===== src/rtl/stopwatch_pkg.sv =====
// Shared types and constants for the MM:SS stopwatch core.
package stopwatch_pkg;

  typedef enum logic [1:0] {
    S_IDLE  = 2'd0,
    S_RUN   = 2'd1,
    S_PAUSE = 2'd2
  } sw_state_t;

  localparam int SEC_ONES_MAX = 9;
  localparam int SEC_TENS_MAX = 5;
  localparam int MIN_ONES_MAX = 9;
  localparam int MIN_TENS_MAX = 5;

  function automatic int presc_width(input int div);
    return $clog2(div);
  endfunction

endpackage


===== src/rtl/stopwatch_counter_if.sv =====
// Button inputs, BCD digit outputs and FSM debug state of the stopwatch core.
interface stopwatch_counter_if;
  import stopwatch_pkg::*;

  logic      btn_ss;
  logic      btn_clr;
  logic [3:0] bcd0;
  logic [3:0] bcd1;
  logic [3:0] bcd2;
  logic [3:0] bcd3;
  logic      running;
  logic      wrap;
  sw_state_t state;

  modport master (
    output btn_ss, btn_clr,
    input  bcd0, bcd1, bcd2, bcd3, running, wrap, state
  );

  modport slave (
    input  btn_ss, btn_clr,
    output bcd0, bcd1, bcd2, bcd3, running, wrap, state
  );

endinterface


===== src/rtl/bcd_digit_counter.sv =====
// One BCD digit that counts 0..MAX on inc and reports a carry on its wrap.
module bcd_digit_counter #(
    parameter int MAX = 9
) (
    input  logic       clk,
    input  logic       rst,
    input  logic       clr,
    input  logic       inc,
    output logic [3:0] q,
    output logic       carry
);

    localparam logic [3:0] MAX_Q = 4'(MAX);

    always_ff @(posedge clk) begin
        if (rst) begin
            q <= 4'd0;
        end else if (clr) begin
            q <= 4'd0;
        end else if (inc) begin
            q <= (q == MAX_Q) ? 4'd0 : q + 4'd1;
        end
    end

    assign carry = inc & (q == MAX_Q);

endmodule


===== src/rtl/stopwatch_counter.sv =====
// Run/pause/idle stopwatch: button edge detect, 1 Hz prescaler and a
// cascaded MM:SS BCD counter.
module stopwatch_counter
    import stopwatch_pkg::*;
#(
    parameter int CLK_DIV = 40_000_000
) (
    input logic               clk,
    input logic               rst,
    stopwatch_counter_if.slave sw
);

    localparam int             PW        = presc_width(CLK_DIV);
    localparam logic [PW-1:0]  PRESC_MAX = PW'(CLK_DIV - 1);

    logic          btn_ss_d;
    logic          btn_clr_d;
    logic          ss_rise;
    logic          clr_rise;
    sw_state_t     state;
    sw_state_t     state_next;
    logic [PW-1:0] presc;
    logic          tick;
    logic          clr_digits;
    logic          c0, c1, c2, c3;
    logic          wrap_q;

    always_ff @(posedge clk) begin
        if (rst) begin
            btn_ss_d  <= 1'b0;
            btn_clr_d <= 1'b0;
        end else begin
            btn_ss_d  <= sw.btn_ss;
            btn_clr_d <= sw.btn_clr;
        end
    end

    assign ss_rise  = sw.btn_ss & ~btn_ss_d;
    assign clr_rise = sw.btn_clr & ~btn_clr_d;

    always_ff @(posedge clk) begin
        if (rst) state <= S_IDLE;
        else     state <= state_next;
    end

    // In PAUSE a clear beats start/stop; in RUN a clear is simply dropped.
    always_comb begin
        state_next = state;
        case (state)
            S_IDLE:  if (ss_rise) state_next = S_RUN;
            S_RUN:   if (ss_rise) state_next = S_PAUSE;
            S_PAUSE: begin
                if (clr_rise)     state_next = S_IDLE;
                else if (ss_rise) state_next = S_RUN;
            end
            default: state_next = S_IDLE;
        endcase
    end

    assign tick       = (state == S_RUN) && (presc == PRESC_MAX);
    assign clr_digits = (state != S_IDLE) && (state_next == S_IDLE);

    // Held in PAUSE so a partial second survives; zeroed on the way into IDLE.
    always_ff @(posedge clk) begin
        if (rst) begin
            presc <= '0;
        end else if (state == S_RUN) begin
            presc <= tick ? '0 : presc + PW'(1);
        end else if (state_next == S_IDLE) begin
            presc <= '0;
        end
    end

    bcd_digit_counter #(.MAX(SEC_ONES_MAX)) u_sec_ones (
        .clk(clk), .rst(rst), .clr(clr_digits), .inc(tick), .q(sw.bcd0), .carry(c0)
    );
    bcd_digit_counter #(.MAX(SEC_TENS_MAX)) u_sec_tens (
        .clk(clk), .rst(rst), .clr(clr_digits), .inc(c0), .q(sw.bcd1), .carry(c1)
    );
    bcd_digit_counter #(.MAX(MIN_ONES_MAX)) u_min_ones (
        .clk(clk), .rst(rst), .clr(clr_digits), .inc(c1), .q(sw.bcd2), .carry(c2)
    );
    bcd_digit_counter #(.MAX(MIN_TENS_MAX)) u_min_tens (
        .clk(clk), .rst(rst), .clr(clr_digits), .inc(c2), .q(sw.bcd3), .carry(c3)
    );

    // Carry out of the minutes-tens digit is the 59:59 -> 00:00 rollover.
    always_ff @(posedge clk) begin
        if (rst) wrap_q <= 1'b0;
        else     wrap_q <= c3;
    end

    assign sw.wrap    = wrap_q;
    assign sw.running = (state == S_RUN);
    assign sw.state   = state;

endmodule


===== src/flat_wrapper.sv =====
// flat-port wrapper written by rule: the top's interface ports become plain ports
module stopwatch_counter_flat import stopwatch_pkg::*;
#(
    parameter int CLK_DIV = 40_000_000
)
  (clk, rst, sw_btn_ss, sw_btn_clr, sw_bcd0, sw_bcd1, sw_bcd2, sw_bcd3, sw_running, sw_wrap, sw_state);
  stopwatch_counter_if sw_i ();
  input logic clk;
  input logic rst;
  input wire logic [$bits(sw_i.btn_ss)-1:0] sw_btn_ss;
  input wire logic [$bits(sw_i.btn_clr)-1:0] sw_btn_clr;
  output wire logic [$bits(sw_i.bcd0)-1:0] sw_bcd0;
  output wire logic [$bits(sw_i.bcd1)-1:0] sw_bcd1;
  output wire logic [$bits(sw_i.bcd2)-1:0] sw_bcd2;
  output wire logic [$bits(sw_i.bcd3)-1:0] sw_bcd3;
  output wire logic [$bits(sw_i.running)-1:0] sw_running;
  output wire logic [$bits(sw_i.wrap)-1:0] sw_wrap;
  output wire logic [$bits(sw_i.state)-1:0] sw_state;
  assign sw_i.btn_ss = sw_btn_ss;
  assign sw_i.btn_clr = sw_btn_clr;
  assign sw_bcd0 = sw_i.bcd0;
  assign sw_bcd1 = sw_i.bcd1;
  assign sw_bcd2 = sw_i.bcd2;
  assign sw_bcd3 = sw_i.bcd3;
  assign sw_running = sw_i.running;
  assign sw_wrap = sw_i.wrap;
  assign sw_state = sw_i.state;
  stopwatch_counter #(.CLK_DIV(CLK_DIV)) u_core (.clk(clk), .rst(rst), .sw(sw_i));
endmodule

===== config.mk =====
export PLATFORM = sky130hd
export DESIGN_NAME = stopwatch_counter_flat
export DESIGN_NICKNAME = d
export VERILOG_FILES = /design/src/rtl/stopwatch_pkg.sv /design/src/rtl/stopwatch_counter_if.sv /design/src/rtl/bcd_digit_counter.sv /design/src/rtl/stopwatch_counter.sv /design/src/flat_wrapper.sv
export SDC_FILE = /design/constraint.sdc
export NUM_CORES = 1
export LEC_CHECK = 0
export BUFFER_PORTS_ARGS = -buffer_cell sky130_fd_sc_hd__buf_2
export CAP_MARGIN = 20
export CELL_PAD_IN_SITES_DETAIL_PLACEMENT = 0
export CELL_PAD_IN_SITES_GLOBAL_PLACEMENT = 1
export CORE_ASPECT_RATIO = 0.6
export CORE_MARGIN = 2
export CORE_UTILIZATION = 35
export DETAILED_ROUTE_END_ITERATION = 8
export PLACE_DENSITY_LB_ADDON = 0.1
export REMOVE_ABC_BUFFERS = 1
export SETUP_SLACK_MARGIN = 0.1
export SYNTH_ARGS = -nofsm -noshare
export SYNTH_HDL_FRONTEND = slang
export SYNTH_SLANG_ARGS = --single-unit

===== constraint.sdc =====
create_clock -name clk -period 2.85 [get_ports clk]
set_clock_uncertainty 0.15 [all_clocks]
set_input_delay 0.285 -clock clk [delete_from_list [all_inputs] [get_ports clk]]
set_output_delay 0.285 -clock clk [all_outputs]
set_load 0.02 [all_outputs]

==> impl_metrics.toml, run 1 <==
[grt]
grt_pass1_vias = 1834
grt_antenna_before_repair = 0
grt_pass1_wl_um = 10200
grt_usage_pct = 16.4
grt_max_degree = 28
overflow = 0

[clocking]
clk_pin_slew_ns = 0.06
htreeDepth = 2
clk_latency_ns = 0.29
clock_path_buffers = 2
cts_buffers = 5
clock_sinks = 47
postCtsHoldBufs = 0
root_buffer = "clkbuf_16"
tritoncts = "done"
postCtsSetupRepairBufs = 0
cts_resized = 0

[worst_setup_path]
cp-end-kind = "flop"
critPathMaxFanout = 17
crit_type = "flop to flop"
startpoint_type = "flop"
required_ns = 2.89
arrival_ns = 2.49

[route]
routedWlPerCell_um = 15.4
drc_errors = 2
via_per_inst = 5.42
num_vias = 2161
drt_iter0_drc = 158
ant_nets = 0
drt-total-wl_um = 6150
firstDrtPassIters = 7

[sta]
fmax_mhz = 408
grt_setup_unrepaired = "no"
hold_viol = 0
setup_violations = 0
fin_crit_sh_pct = 86.0
tns_ns = 0
slew_headroom_pct = 57.0
drv_slew = 0
post-route-min-period_ns = 2.45
tightest_slew_ns = 0.645

[logic_synthesis]
synth_seq_cells = 47
syn_area_per_cell_um2 = 8.61
synth_area_mm2 = 0.00251
synth_area_leaders = "dfxtp_1 38%, a21oi_1 5.0%, o21ai_0 3.6%"
synth_top_area_share_pct = 37.5
synth_top_area_cell = "dfxtp_1"
synth_edf_count = 0
synth_cell_type_count = 56
synthCells = 291
synth.yosys.seq_area_share_pct = 37.5
yosysWarnings = 0
dominantRegCellSynth = "dfxtp_1"
synth-async-reset-ratio_pct = 0

[finish]
layout_common_cells = "47 x dfxtp_1, 25 x a21oi_1, 23 x buf_2"
stdcell_count = 399
drive_above_1_share_pct = 17.0
diodes = 0
multiInputGateArea_mm2 = 0.00143
syn2layout_area_growth_pct = 13.0
nFillCells = 705
fin_nets = 316
layout_commonest_cell = "dfxtp_1"
regArea_um2 = 941

[placed_design]
port_buffers = 23
dp_cells = 391
gp_congestion = 0.728
hpwl_um = 4370

[floorplanning]
dieArea_mm2 = 0.00788
core_area_mm2 = 0.00679
dieWidth_um = 113
initial_core_util_pct = 36.9
ios = 24
die-height_um = 69.5
rows = 23

[job]
maxCapViolations = 0

[pwr]
peakVddDrop_uv = 174
total_leakage_power_nw = 1.09
p_per_area_mw_per_mm2 = 487
power_w = 0.00138

[outcome]
status = "finished with violations"
violations = "design-rule violations"

[worst_hold_path]
hold_path.class = "input pin to flop"
-- worst paths after layout --
check	end	from	slack [ns]	cells past startpoint
worst max-delay path	u_core.presc[14]$_SDFFE_PP0P_	u_core.presc[0]$_SDFFE_PP0P_	0.40	7
worst min-delay path	u_core.btn_ss_d$_SDFF_PP0_	sw_btn_ss	0.07	2
worst max register to register	u_core.presc[14]$_SDFFE_PP0P_	u_core.presc[0]$_SDFFE_PP0P_	0.40	7
worst min register to register	u_core.presc[24]$_SDFFE_PP0P_	u_core.presc[24]$_SDFFE_PP0P_	0.34	1
-- stage by stage --
stage / utilization (%) / instance area [µm²] / hold WS [ns] / setup WS (ns)
floorplan: - / 2410 / 0.204 / 0.539
detailed placement: 39.4 / 2680 / 0.333 / 0.399
finish: 41.7 / 2830 / 0.0701 / 0.400
global placement: 39.4 / 2680 / 0.323 / 0.483
CTS: 41.7 / 2830 / 0.0638 / 0.396
global route: 41.7 / 2830 / 0.0999 / 0.239
-- kinds of logic after synthesis --
group                    after synthesis  synth area share, %
XOR/XNOR                               6                 2.10
buffers and inverters                 27                 5.44
flip-flops                            47                 37.5
AO/OA/AOI/OAI                         74                 18.5
AND/OR/NAND/NOR                      130                 33.6
adder cells (fa/ha/maj)                1                0.499
multiplexers                           6                 2.40
-- cell type report --
cell class	count	share of cell area, %
multi-input cells	217	50.4
flip-flops and latches	47	33.2
clock buffers	8	5.52
repair buffers	28	5.39
well taps	87	3.84
inverters	12	1.59
-- cells in the mapped netlist (all sizes together) (3+ instances only) --
cell type,n
o21ai,18
dfxtp,47
nand2,22
o21a,3
nor2b,7
clkbuf,7
a21oi,25
xor2,5
and4,6
nor4,3
mux2i,6
and3,7
nor3,3
or3b,3
nor2,14
buf,8
nand3,17
a21o,5
a31oi,10
nand4,13
a211oi,3
inv,12
nand2b,5
nor4b,3
and2,5
or3,13
-- state kept, by name (all words and copies together), names as in the netlist --
name                 cells
u_core.u_sec_tens.q      4
u_core.u_sec_ones.q      4
u_core.u_min_ones.q      4
u_core.u_min_tens.q      4
u_core.btn_ss_d          1
u_core.sw.wrap           1
u_core.sw.state          2
u_core.presc            26
u_core.btn_clr_d         1
-- power breakdown --
group | internal, W | switching [W] | leakage (nW)
Combinational | 0.0000280 | 0.0000495 | 0.638
Sequential | 0.000664 | 0.00000817 | 0.379
Clock | 0.000374 | 0.000254 | 0.0772
-- critical path, stage by stage (launching register included) --
cell     delay [ns]
dfxtp_1        0.38
ha_1           0.28
nand4_4        0.14
nor4_4         0.48
buf_4          0.25
a211o_2        0.33
o21ai_0        0.14
a22o_1         0.19
-- routing by layer --
metal / GRT usage, % / wire length [µm] / up-vias
li1: - / - / 1116
met1: 29.2 / 3640 / 993
met2: 16.8 / 2070 / 44
met3: 4.46 / 357 / 8
met4: 5.28 / 82 / 0
met5: 0 / 0 / -
(Power assumes the default switching activity.)
==> run 2: changes to the inputs <==
--- a/config.mk
+++ b/config.mk
@@ -12,6 +12,7 @@
 export CORE_ASPECT_RATIO = 0.6
 export CORE_MARGIN = 2
 export CORE_UTILIZATION = 35
+export CTS_BUF_LIST = sky130_fd_sc_hd__clkbuf_4 sky130_fd_sc_hd__clkbuf_8 sky130_fd_sc_hd__clkbuf_16
 export DETAILED_ROUTE_END_ITERATION = 8
 export PLACE_DENSITY_LB_ADDON = 0.1
 export REMOVE_ABC_BUFFERS = 1
@@ -19,3 +20,4 @@
 export SYNTH_ARGS = -nofsm -noshare
 export SYNTH_HDL_FRONTEND = slang
 export SYNTH_SLANG_ARGS = --single-unit
+export TNS_END_PERCENT = 10
==> constraint.sdc (replaced) <==
create_clock -name clk -period 3 [get_ports clk]
set_clock_uncertainty 0.15 [all_clocks]
set_input_delay 0.3 -clock clk [delete_from_list [all_inputs] [get_ports clk]]
set_output_delay 0.3 -clock clk [all_outputs]
set_load 0.02 [all_outputs]
==> impl_metrics.toml, run 2 (synthesis results as in run 1) <==
[floorplanning]
ios = 24
core_area_mm2 = 0.00679
dieWidth_um = 113
initial_core_util_pct = 36.9
die-height_um = 69.5
dieArea_mm2 = 0.00788
rows = 23

[placed_design]
hpwl_um = 4360
gp_congestion = 0.725
dpl-instance-area_mm2 = 0.00267
port_buffers = 23

[finish]
drive_above_1_share_pct = 17.0
layout_commonest_cell = "dfxtp_1"
syn2layout_area_growth_pct = 12.3
fin_util_pct = 41.4
fin_area_mm2 = 0.00281
largest_reg_flops = 26
layout_common_cells = "47 x dfxtp_1, 25 x a21oi_1, 23 x buf_2"
top_register = "u_core.presc"
fin_nets = 315
diodes = 0

[route]
routedWlPerCell_um = 15.4
drt-total-wl_um = 6130
ant_nets = 0
firstDrtPassIters = 6
drt_iter0_drc = 171
drc_errors = 2
via_per_inst = 5.40
num_vias = 2151

[grt]
grt_antenna_before_repair = 0
grt_pass1_vias = 1855
grt_usage_pct = 16.5
overflow = 0
grt_pass1_wl_um = 10100
grt_max_degree = 28

[outcome]
violations = "design-rule violations"
status = "finished with violations"

[pwr]
peakVddDrop_uv = 153
p_per_area_mw_per_mm2 = 457
total_leakage_power_nw = 1.09

[worst_setup_path]
crit_type = "flop to flop"
path_delay_family = "compound AO/OA/AOI/OAI gates"
critPathMaxFanout = 17
critPathBufInv = 1
startpoint_type = "flop"
arrival_ns = 2.49
critPathMaxStageDelay_ns = 0.47
worstPathCellList = "ha_1 -> nand4_4 -> nor4_4 -> buf_4 -> a211o_2 -> o21ai_0 -> a21o_1"
required_ns = 3.04
cp-end-kind = "flop"
crit_path_top_delay_cell = "nor4_4"

[clocking]
root_buffer = "clkbuf_16"
clk_pin_slew_ns = 0.07
postCtsSetupRepairBufs = 0
cts_buffers = 5
tritoncts = "done"
cts_resized = 0
htreeDepth = 2
clk_latency_ns = 0.29
clock_path_buffers = 2
postCtsHoldBufs = 0
clock_sinks = 47

[sta]
slew_headroom_pct = 54.9
fin_crit_sh_pct = 81.8
tns_ns = 0
fmax_mhz = 407
tightest_slew_ns = 0.676
setup_violations = 0
finalHoldWorstSlack_ns = 0.0790
drv_slew = 0
grt_setup_unrepaired = "no"
hold_viol = 0
post-route-min-period_ns = 2.46

[job]
maxCapViolations = 0

[worst_hold_path]
hold_path.class = "input pin to flop"
[run 2: cell count changes in the layout (fill, tap and decap cells not counted), sizes merged]
cell and delta:
clkbuf -1, clkinv +1, buf -1
[run 2: final timing paths]
kind,from,endpoint,slack (ns),depth (start not counted)
min,sw_btn_ss,u_core.btn_ss_d$_SDFF_PP0_,0.08,2
max reg2reg,u_core.presc[0]$_SDFFE_PP0P_,u_core.presc[19]$_SDFFE_PP0P_,0.54,7
min reg2reg,u_core.presc[25]$_SDFFE_PP0P_,u_core.presc[25]$_SDFFE_PP0P_,0.35,2
max,u_core.presc[0]$_SDFFE_PP0P_,u_core.presc[19]$_SDFFE_PP0P_,0.54,7
[run 2: per-layer routing]
metal	GRT usage [%]	vias to the layer above	share of wire (%)
met3	3.93	8	3.6
met4	6.50	0	1.6
li1	-	1110	-
met2	18.1	30	34
met1	28.3	1003	60
met5	0	-	0
[run 2: layout make-up]
type / instances / area, µm²
clock buffers: 7 / 140
fillers: 695 / 3980
repair buffers: 27 / 145
inverters: 12 / 45.0
multi-input cells: 217 / 1430
well taps: 87 / 109
clock inverters: 1 / 5.00
flip-flops and latches: 47 / 941
[run 2: report_power, final]
group	internal [W]	leakage, nW	switching, W	total (W)
Sequential	0.000631	0.379	0.00000781	0.000639
Combinational	0.0000265	0.633	0.0000471	0.0000736
Clock	0.000327	0.0747	0.000247	0.000574
Total	0.000985	1.09	0.000302	0.00129
[run 2: stage by stage]
stage | total power (W) | worst slack (ns) | instances
3_3_place_gp | 0.000727 | 0.635 | 390
6_report | 0.00129 | 0.545 | 398
4_1_cts | 0.00130 | 0.554 | 398
5_1_grt | 0.00133 | 0.411 | 398
2_1_floorplan | 0.000698 | 0.689 | 276
3_5_place_dp | 0.000727 | 0.567 | 390
[run 2: worst reg2reg max path: cells and delay by family, from the launching register on]
kind,cells,cell delay (ns)
AOI/OAI and AO/OA,3,0.66
adders and majority gates,1,0.29
and+or+nand+nor,2,0.62
buffers and inverters,1,0.24
DFF,1,0.38
